`src/rtl/uram_timer_pkg.sv`:
```
// Shared types, helpers and parameter guard for the URAM fractional capture timer.
`ifndef URAM_TIMER_PKG_SV
`define URAM_TIMER_PKG_SV

// Elaboration-time parameter guard: only elaborates an error block when cond is false.
`define URAM_TIMER_CHECK(label, cond, msg) \
  if (!(cond)) begin : label \
    $error(msg); \
  end

package uram_timer_pkg;

  typedef enum logic [1:0] {
    S_IDLE  = 2'd0,
    S_ARM   = 2'd1,
    S_RUN   = 2'd2,
    S_DRAIN = 2'd3
  } timer_state_t;

  // Accumulator must hold acc + CAP_NUM, which is below 2*CAP_DEN.
  function automatic int acc_width(input int den);
    return $clog2(den) + 1;
  endfunction

endpackage

`endif

```
`src/rtl/uram_timer_chan_dly.sv`:
```
// Per-channel delay line carrying the {start, capture} strobe pair DEPTH clocks late.
module uram_timer_chan_dly
  import uram_timer_pkg::*;
#(
  parameter int DEPTH = 1
) (
  input  logic clk,
  input  logic rst,
  input  logic start,
  input  logic capture,
  output logic start_dly,
  output logic capture_dly,
  output logic pending
);

  logic [DEPTH-1:0] start_sr;
  logic [DEPTH-1:0] capture_sr;

  // Both strobes shift one stage per clock; reset flushes anything in flight.
  always_ff @(posedge clk) begin
    if (rst) begin
      start_sr   <= '0;
      capture_sr <= '0;
    end else begin
      start_sr[0]   <= start;
      capture_sr[0] <= capture;
      for (int i = 1; i < DEPTH; i++) begin
        start_sr[i]   <= start_sr[i-1];
        capture_sr[i] <= capture_sr[i-1];
      end
    end
  end

  assign start_dly   = start_sr[DEPTH-1];
  assign capture_dly = capture_sr[DEPTH-1];

  // Any stage occupied, including the one currently on the output.
  assign pending = (|start_sr) | (|capture_sr);

endmodule

```
`src/rtl/uram_frac_capture_timer.sv`:
```
// Fractional-rate capture strobe generator: CAP_NUM strobes per CAP_DEN memclk cycles,
// phase-aligned start, per-channel staggered copies, capture counter and clean drain.
module uram_frac_capture_timer
  import uram_timer_pkg::*;
#(
  parameter int CAP_NUM  = 3,
  parameter int CAP_DEN  = 16,
  parameter int INIT_ACC = 0,
  parameter int NCHAN    = 8,
  parameter int CHAN_DLY = 1,
  parameter int CNT_W    = 12
) (
  input  logic             memclk_i,
  input  logic             memrst_i,
  input  logic             memclk_phase_i,
  input  logic             running_i,
  output logic [NCHAN-1:0] start_o,
  output logic [NCHAN-1:0] capture_o,
  output logic [CNT_W-1:0] capture_count_o,
  output logic             busy_o
);

  localparam int ACC_W = acc_width(CAP_DEN);
  localparam logic [ACC_W-1:0] NUM_V  = ACC_W'(CAP_NUM);
  localparam logic [ACC_W-1:0] DEN_V  = ACC_W'(CAP_DEN);
  localparam logic [ACC_W-1:0] INIT_V = ACC_W'(INIT_ACC);

  `URAM_TIMER_CHECK(g_chk_num, (CAP_NUM >= 1) && (CAP_NUM < CAP_DEN), "CAP_NUM must be in 1 .. CAP_DEN-1")
  `URAM_TIMER_CHECK(g_chk_den, (CAP_DEN >= 2) && (CAP_DEN <= 256), "CAP_DEN must be in 2 .. 256")
  `URAM_TIMER_CHECK(g_chk_init, (INIT_ACC >= 0) && (INIT_ACC < CAP_DEN), "INIT_ACC must be below CAP_DEN")
  `URAM_TIMER_CHECK(g_chk_nchan, (NCHAN >= 1) && (NCHAN <= 16), "NCHAN must be in 1 .. 16")
  `URAM_TIMER_CHECK(g_chk_dly, (CHAN_DLY >= 0) && (CHAN_DLY <= 4), "CHAN_DLY must be in 0 .. 4")
  `URAM_TIMER_CHECK(g_chk_cnt, CNT_W >= 1, "CNT_W must be at least 1")

  timer_state_t     state;
  logic             prev_run;
  logic             rise;
  logic [ACC_W-1:0] acc;
  logic [ACC_W-1:0] acc_sum;
  logic [CNT_W-1:0] count;
  logic             start0;
  logic             cap0;
  logic [NCHAN-1:0] pend;
  logic             any_pending;

  assign rise        = running_i & ~prev_run;
  assign acc_sum     = acc + NUM_V;
  assign any_pending = |pend;

  // Busy covers the whole run plus the time delayed copies are still emerging.
  assign busy_o = (state == S_RUN) | any_pending;

  // Control FSM with registered channel-0 strobes, Bresenham accumulator and counter.
  always_ff @(posedge memclk_i) begin
    if (memrst_i) begin
      state    <= S_IDLE;
      prev_run <= 1'b0;
      acc      <= '0;
      count    <= '0;
      start0   <= 1'b0;
      cap0     <= 1'b0;
    end else begin
      prev_run <= running_i;
      start0   <= 1'b0;
      cap0     <= 1'b0;
      case (state)
        S_IDLE: begin
          if (rise) state <= S_ARM;
        end
        S_ARM: begin
          if (!running_i) begin
            state <= S_IDLE;
          end else if (memclk_phase_i && !busy_o) begin
            state  <= S_RUN;
            start0 <= 1'b1;
            cap0   <= 1'b1;
            acc    <= INIT_V;
            count  <= CNT_W'(1);
          end
        end
        S_RUN: begin
          if (!running_i) begin
            state <= S_DRAIN;
          end else if (acc_sum >= DEN_V) begin
            cap0  <= 1'b1;
            acc   <= acc_sum - DEN_V;
            count <= count + CNT_W'(1);
          end else begin
            acc <= acc_sum;
          end
        end
        S_DRAIN: begin
          if (rise) begin
            state <= S_ARM;
          end else if (!any_pending) begin
            state <= S_IDLE;
          end
        end
        default: state <= S_IDLE;
      endcase
    end
  end

  assign start_o[0]      = start0;
  assign capture_o[0]    = cap0;
  assign pend[0]         = 1'b0;
  assign capture_count_o = count;

  // Each channel k is tapped from channel 0 with its own k*CHAN_DLY line.
  for (genvar k = 1; k < NCHAN; k++) begin : g_chan
    if (CHAN_DLY == 0) begin : g_copy
      assign start_o[k]   = start0;
      assign capture_o[k] = cap0;
      assign pend[k]      = 1'b0;
    end else begin : g_dly
      uram_timer_chan_dly #(
        .DEPTH(k * CHAN_DLY)
      ) u_dly (
        .clk        (memclk_i),
        .rst        (memrst_i),
        .start      (start0),
        .capture    (cap0),
        .start_dly  (start_o[k]),
        .capture_dly(capture_o[k]),
        .pending    (pend[k])
      );
    end
  end

endmodule
```
`config.mk`:
```
export PLATFORM = sky130hd
export DESIGN_NAME = uram_frac_capture_timer
export DESIGN_NICKNAME = d
export VERILOG_FILES = /design/src/rtl/uram_timer_pkg.sv /design/src/rtl/uram_timer_chan_dly.sv /design/src/rtl/uram_frac_capture_timer.sv
export SDC_FILE = /design/constraint.sdc
export NUM_CORES = 1
export LEC_CHECK = 0
export CAP_MARGIN = 25
export CORE_MARGIN = 10
export CORE_UTILIZATION = 45
export DETAILED_ROUTE_END_ITERATION = 8
export PLACE_DENSITY = 0.71
export SYNTH_ARGS = -nofsm -noshare
export SYNTH_HDL_FRONTEND = slang
export SYNTH_SLANG_ARGS = --single-unit
```
`constraint.sdc`:
```
create_clock -name memclk_i -period 5.7 [get_ports memclk_i]
set_clock_uncertainty 0.1 [all_clocks]
set_input_delay 1.71 -clock memclk_i [delete_from_list [all_inputs] [get_ports memclk_i]]
set_output_delay 1.71 -clock memclk_i [all_outputs]
set_load 0.1 [all_outputs]
```
==> reports/qor.yml, run 1 <==
cpPeakStageDelay_ns: 1.12
ys_types: 43
first_global_vias: 1256
synth_ff_type: "dfxtp_1"
synth-edff-count: 0
wl_um: 3630
setup-violations-final: 0
period_share_pct: 76.5
grt_use_met3_pct: 5.27
ir_drop_uv: 123
clkTransAtPathRegs_ns: 0.07
cts_sinks: 36
status: "finished clean"
h-tree-depth: 2
grt_pass1_wl_um: 6220
route.antenna.remaining_nets: 0
p_leak_nw: 0.712
drc: 0
crit_arrival_ns: 2.55
seqCellArea_sq_um: 721
maxSlewViolCount: 0
hold_class: "reg -> reg"
drt_first_pass_iters: 6
route.detailed.wl_per_inst_um: 13.9
synth_nets: 207
post_drt_via_cell_ratio: 5.27
cp_max_fo: 10
synthCells: 196
nets: 224
met2_usage_pct: 15.3
syn_area_sq_um: 1790
drv_cap: 0
cts-root-buf: "clkbuf_8"
io_buffers: 32
yosys.cell_count.top_type: "dfxtp_1"
cp_cell_sequence: "inv_1, ha_1, inv_1, nand2_1, clkdlybuf4s50_1"
end_kind: "primary output"
clkLatencyLatePin_ns: 0.29
multiInputGateArea_sq_um: 882
tightest_slew_ns: 0.998
ioPinCount: 33
postSynthAreaPerCell_sq_um: 9.15
cts_made_buffers: 5
core_sq_um: 3770
routabilityCongestion: 0.801
cts_tree: "built"
ys_ff_latch: 36
cp_slowest_cell: "clkdlybuf4s50_1"
die-area_sq_um: 6910
min_path_cells: 1
fp.dieH_um: 83.1
grt.busiest_layer: "met2"
ys_seq_area_share_pct: 40.2
grt_max_degree: 26
crit_top_cell: "inv_1"
synth_top_area_share_pct: 40.2
post-route-cell-area_sq_um: 2110
antenna_found_initial: 0
fmax_mhz: 229
initial_core_util_pct: 47.6
track_usage_pct: 10.6
holdWs_ns: 0.373
postCtsHoldBufs: 0
cp.required_ns: 3.89
dr.first_iter.drc_count: 81
yosys_warnings: 0
cts_resized: 0
drive_gt1_share_pct: 7.48
relSlewSlack_pct: 33.3
antenna_cells: 0
rsz0062_at_grt: "no"
fin_tns_setup_ns: 0
power.density_nw_per_um2: 274
die_x_um: 83.1
final_hold_viol_count: 0
placed_area_sq_um: 2020
postCtsSetupRepairBufs: 0
via_count: 1381
synthArstFlopShare_pct: 0
nFillCells: 348
startpoint_type: "flop"
reg2regPathDepth: 7
critPathKind: "reg -> out"
grt_use_met1_pct: 12.9
yosys.area.top_type: "dfxtp_1"
dpl.hpwl_um: 2600
synth_commonest_cells: "dfxtp_1, nor2b_1, buf_4"
syn2layout_area_growth_pct: 17.6
finalCriticalPeriod_ns: 4.36
ys_top_cells_by_area: "dfxtp_1, buf_4, nor2b_1"
cts_buffer_depth: 2
gr-total-overflow: 0
fp-row-count: 22
==> cell usage in the layout, fill, tap and decap left out, types with 3 or more instances in the layout <==
master and count:
o31ai_1 3, clkbuf_8 6, inv_1 8, or3_1 7, nand3b_1 3, dfxtp_1 36
nand2_1 10, o21ai_0 12, or4_1 3, nor2_1 11, ha_1 7, nand2b_1 4
clkdlybuf4s50_1 32, nor2b_1 17, a21oi_1 13, nand3_1 7
==> logic make-up (layout without fill, tap and decap cells) <==
logic type	Yosys count	count (layout)	share of synthesized area, %
AOI/OAI and AO/OA	39	39	14.1
buffers and inverters	31	49	10.7
adders and majority gates	7	7	4.88
and+or+nand+nor	76	76	25.7
xor gates and xnor gates	3	3	1.46
muxes	4	4	3.00
DFF	36	36	40.2
==> layout make-up <==
cell class | instances | share of cell area, %
Inverter | 9 | 1.60
Multi-Input combinational cell | 129 | 41.8
Sequential cell | 36 | 34.1
Timing Repair Buffer | 32 | 15.2
Tap cell | 48 | 2.85
Clock buffer | 7 | 4.09
Clock inverter | 1 | 0.356
==> state kept, by name (all words and copies together), names as in the netlist, named ones only <==
name,count
acc,5
g_chan.g_dly.u_dly.capture_sr,7
state,1
cap0,1
start0,1
prev_run,1
g_chan.g_dly.u_dly.start_sr,7
capture_count_o,12
==> power by group <==
group          internal (mW)  total, mW  switching [mW]
Sequential             0.258      0.266         0.00851
Clock                 0.0982      0.191          0.0928
Combinational         0.0370      0.122          0.0848
==> critical path, delay by kind of cell, from the launching register on <==
family,cells,cell delay [ns]
adders and majority gates,1,0.41
buffers and inverters,3,1.44
and+or+nand+nor,1,0.08
DFF,1,0.33
==> per-layer routing <==
| metal | vias up | wire length, um |
|---|---|---|
| met3 | 5 | 274 |
| met1 | 639 | 1740 |
| met2 | 32 | 1560 |
| met5 | - | 0 |
| li1 | 705 | - |
| met4 | 0 | 61 |
==> metrics by stage <==
step | setup slack, ns | cells | total power [mW] | utilization (%)
3_3_place_gp | 1.67 | 254 | 0.394 | 53.5
4_1_cts | 1.30 | 262 | 0.585 | 56.0
6_report | 1.34 | 262 | 0.579 | 56.0
2_1_floorplan | 2.42 | 196 | 0.373 | -
3_5_place_dp | 1.62 | 254 | 0.394 | 53.5
5_1_grt | 1.20 | 262 | 0.605 | 56.0
==> worst paths after layout <==
kind / from / end / slack (ns)
worst min-delay path: start0 / g_chan[2].g_dly.u_dly.start_sr[0] / 0.37
worst max-delay path: state[0] / busy_o / 1.34
worst min register to register: start0 / g_chan[2].g_dly.u_dly.start_sr[0] / 0.37
worst max register to register: state[0] / capture_count_o[11] / 3.27
Power figures use the tool's default switching activity.
==> run 2, diff against run 1 <==
==> constraint.sdc (replaced) <==
create_clock -name memclk_i -period 4.3 [get_ports memclk_i]
set_clock_uncertainty 0.1 [all_clocks]
set_input_delay 1.29 -clock memclk_i [delete_from_list [all_inputs] [get_ports memclk_i]]
set_output_delay 1.29 -clock memclk_i [all_outputs]
set_load 0.1 [all_outputs]
==> run 2 against run 1 <==
Die area did not move. Setup slack got worse by 0.36 ns. Combinational power rose by 34%. First-iteration DRC count rose by 26%. Critical path depth fell by 4. Clock power rose by 24%. Register-to-register slack got worse by 1.5 ns. Via count rose by 2.7%. Largest cell class unchanged. Highest routed layer unchanged.
==> reports/qor.yml, run 2 (same netlist as run 1, synthesis figures left out) <==
postCtsSetupRepairBufs: 0  # unchanged
antenna_cells: 0  # unchanged
wl_um: 3780  # +4.1%
route.antenna.remaining_nets: 0  # unchanged
clkTransAtPathRegs_ns: 0.07  # about the same
crit_arrival_ns: 1.93  # -0.62 ns
status: "finished clean"
fmax_mhz: 301
antenna_found_initial: 0  # unchanged
drt_first_pass_iters: 4  # -2
syn2layout_area_growth_pct: 17.9
maxSlewViolCount: 0  # unchanged
final_common_cell: "dfxtp_1"
grt_use_met1_pct: 12.9  # -0.063 points
final_hold_viol_count: 0  # unchanged
cts_made_buffers: 5  # unchanged
nets: 226  # +0.89%
seqPwrFrac_pct: 46.9  # +0.9 points
met2_usage_pct: 16.6  # +1.3 points
seqCellArea_sq_um: 721  # unchanged
relSlewSlack_pct: 33.9  # +0.66 points
via_count: 1418  # +2.7%
cp_cell_sequence: "clkdlybuf4s50_1"
io_buffers: 32  # unchanged
setup-violations-final: 0  # unchanged
r2r_slack_ns: 1.82  # -1.45 ns
cp.required_ns: 2.91  # -0.98 ns
die_x_um: 83.1  # unchanged
power.density_nw_per_um2: 356  # +30%
grt_pass1_wl_um: 6400  # +3.0%
rsz0062_at_grt: "no"
cp_slowest_cell: "clkdlybuf4s50_1"
nFillCells: 347  # -0.29%
cts_resized: 0  # unchanged
post_drt_via_cell_ratio: 5.37  # +1.9%
route.detailed.wl_per_inst_um: 14.3  # +3.3%
swShare_pct: 33.1  # +1.0 points
end_kind: "primary output"
ir_drop_uv: 291  # +140%
cts_buffer_depth: 2  # unchanged
grt_max_degree: 19  # -27%
crit_buf_inv: 1  # -2
gr-total-overflow: 0  # unchanged
die-area_sq_um: 6910  # unchanged
p_comb_share_pct: 21.6  # +0.6 points
track_usage_pct: 10.9  # +0.34 points
grt.busiest_layer: "met2"
p_leak_nw: 0.729  # +2.3%
routabilityCongestion: 0.838  # +4.6%
largest_reg_flops: 12  # unchanged
dr.first_iter.drc_count: 102  # +26%
multiInputGateArea_sq_um: 882  # unchanged
first_global_vias: 1362  # +8.4%
cts_sinks: 36  # unchanged
p_clk_share_pct: 31.5  # -1.5 points
h-tree-depth: 2  # unchanged
switchingPower_mw: 0.250  # +34%
cp_max_fo: 7  # -3
clkLatencyLatePin_ns: 0.29  # about the same
most-common-layout-cells: "dfxtp_1, clkdlybuf4s50_1, nor2b_1, a21oi_1, o21ai_0"
drv_cap: 0  # unchanged
period_share_pct: 77.3
initial_core_util_pct: 47.6  # unchanged
fin_tns_setup_ns: 0  # unchanged
cts_tree: "built"
cts-root-buf: "clkbuf_8"
tightest_slew_ns: 0.988  # -0.00985 ns
fp-row-count: 22  # unchanged
grt_use_met3_pct: 4.59  # -0.68 points
ioPinCount: 33  # unchanged
dpl.hpwl_um: 2740  # +5.2%
drc: 0  # unchanged
fp.dieH_um: 83.1  # unchanged
finalCriticalPeriod_ns: 3.32
startpoint_type: "flop"
critPathKind: "reg -> out"
p_int_mw: 0.504  # +28%
drive_gt1_share_pct: 9.72  # +2.2 points
holdWs_ns: 0.373  # +0.0000840 ns
cpLargestDelayFamily: "buffers and inverters"
cpPeakStageDelay_ns: 1.19  # +0.07 ns
postCtsHoldBufs: 0  # unchanged
hold_class: "reg -> reg"
core_sq_um: 3770  # unchanged
run 2: power groups by stage:
stage / logic [mW] / registers [mW] / clock network, mW
final: 0.163 / 0.353 / 0.237
after global routing: 0.177 / 0.355 / 0.257
after CTS: 0.163 / 0.353 / 0.247
after detailed placement: 0.163 / 0.361 / 0
after global placement: 0.160 / 0.361 / 0
after floorplan: 0.113 / 0.381 / 0
run 2: path summary, 6_finish.rpt:
path	startpoint	depth (start not counted)	endpoint
max	capture_count_o[1]	1	capture_count_o[1]
min	cap0	1	g_chan[6].g_dly.u_dly.capture_sr[0]
max reg2reg	state[0]	7	capture_count_o[5]
min reg2reg	cap0	1	g_chan[6].g_dly.u_dly.capture_sr[0]
run 2: cell type report:
type | instances | share of cell area (%)
Clock inverter | 3 | 0.888
Clock buffer | 5 | 3.25
Tap cell | 48 | 2.84
Multi-Input combinational cell | 129 | 41.7
Sequential cell | 36 | 34.1
Timing Repair Buffer | 34 | 15.6
Inverter | 9 | 1.60
run 2: per-stage QoR:
stage | instance area [sq um] | power, mW | utilization, % | setup slack [ns] | instances
global placement | 2030 | 0.521 | 53.7 | 1.03 | 256
CTS | 2110 | 0.763 | 56.1 | 0.965 | 264
floorplan | 1790 | 0.494 | - | 1.44 | 196
global route | 2110 | 0.789 | 56.1 | 0.899 | 264
detailed placement | 2030 | 0.524 | 53.7 | 0.949 | 256
finish | 2110 | 0.753 | 56.1 | 0.975 | 264
run 2: layer usage:
layer | routed length (um) | part of all wire (%)
met5 | 0 | 0
met3 | 274 | 7.2
met4 | 69 | 1.8
met2 | 1710 | 45
met1 | 1730 | 46
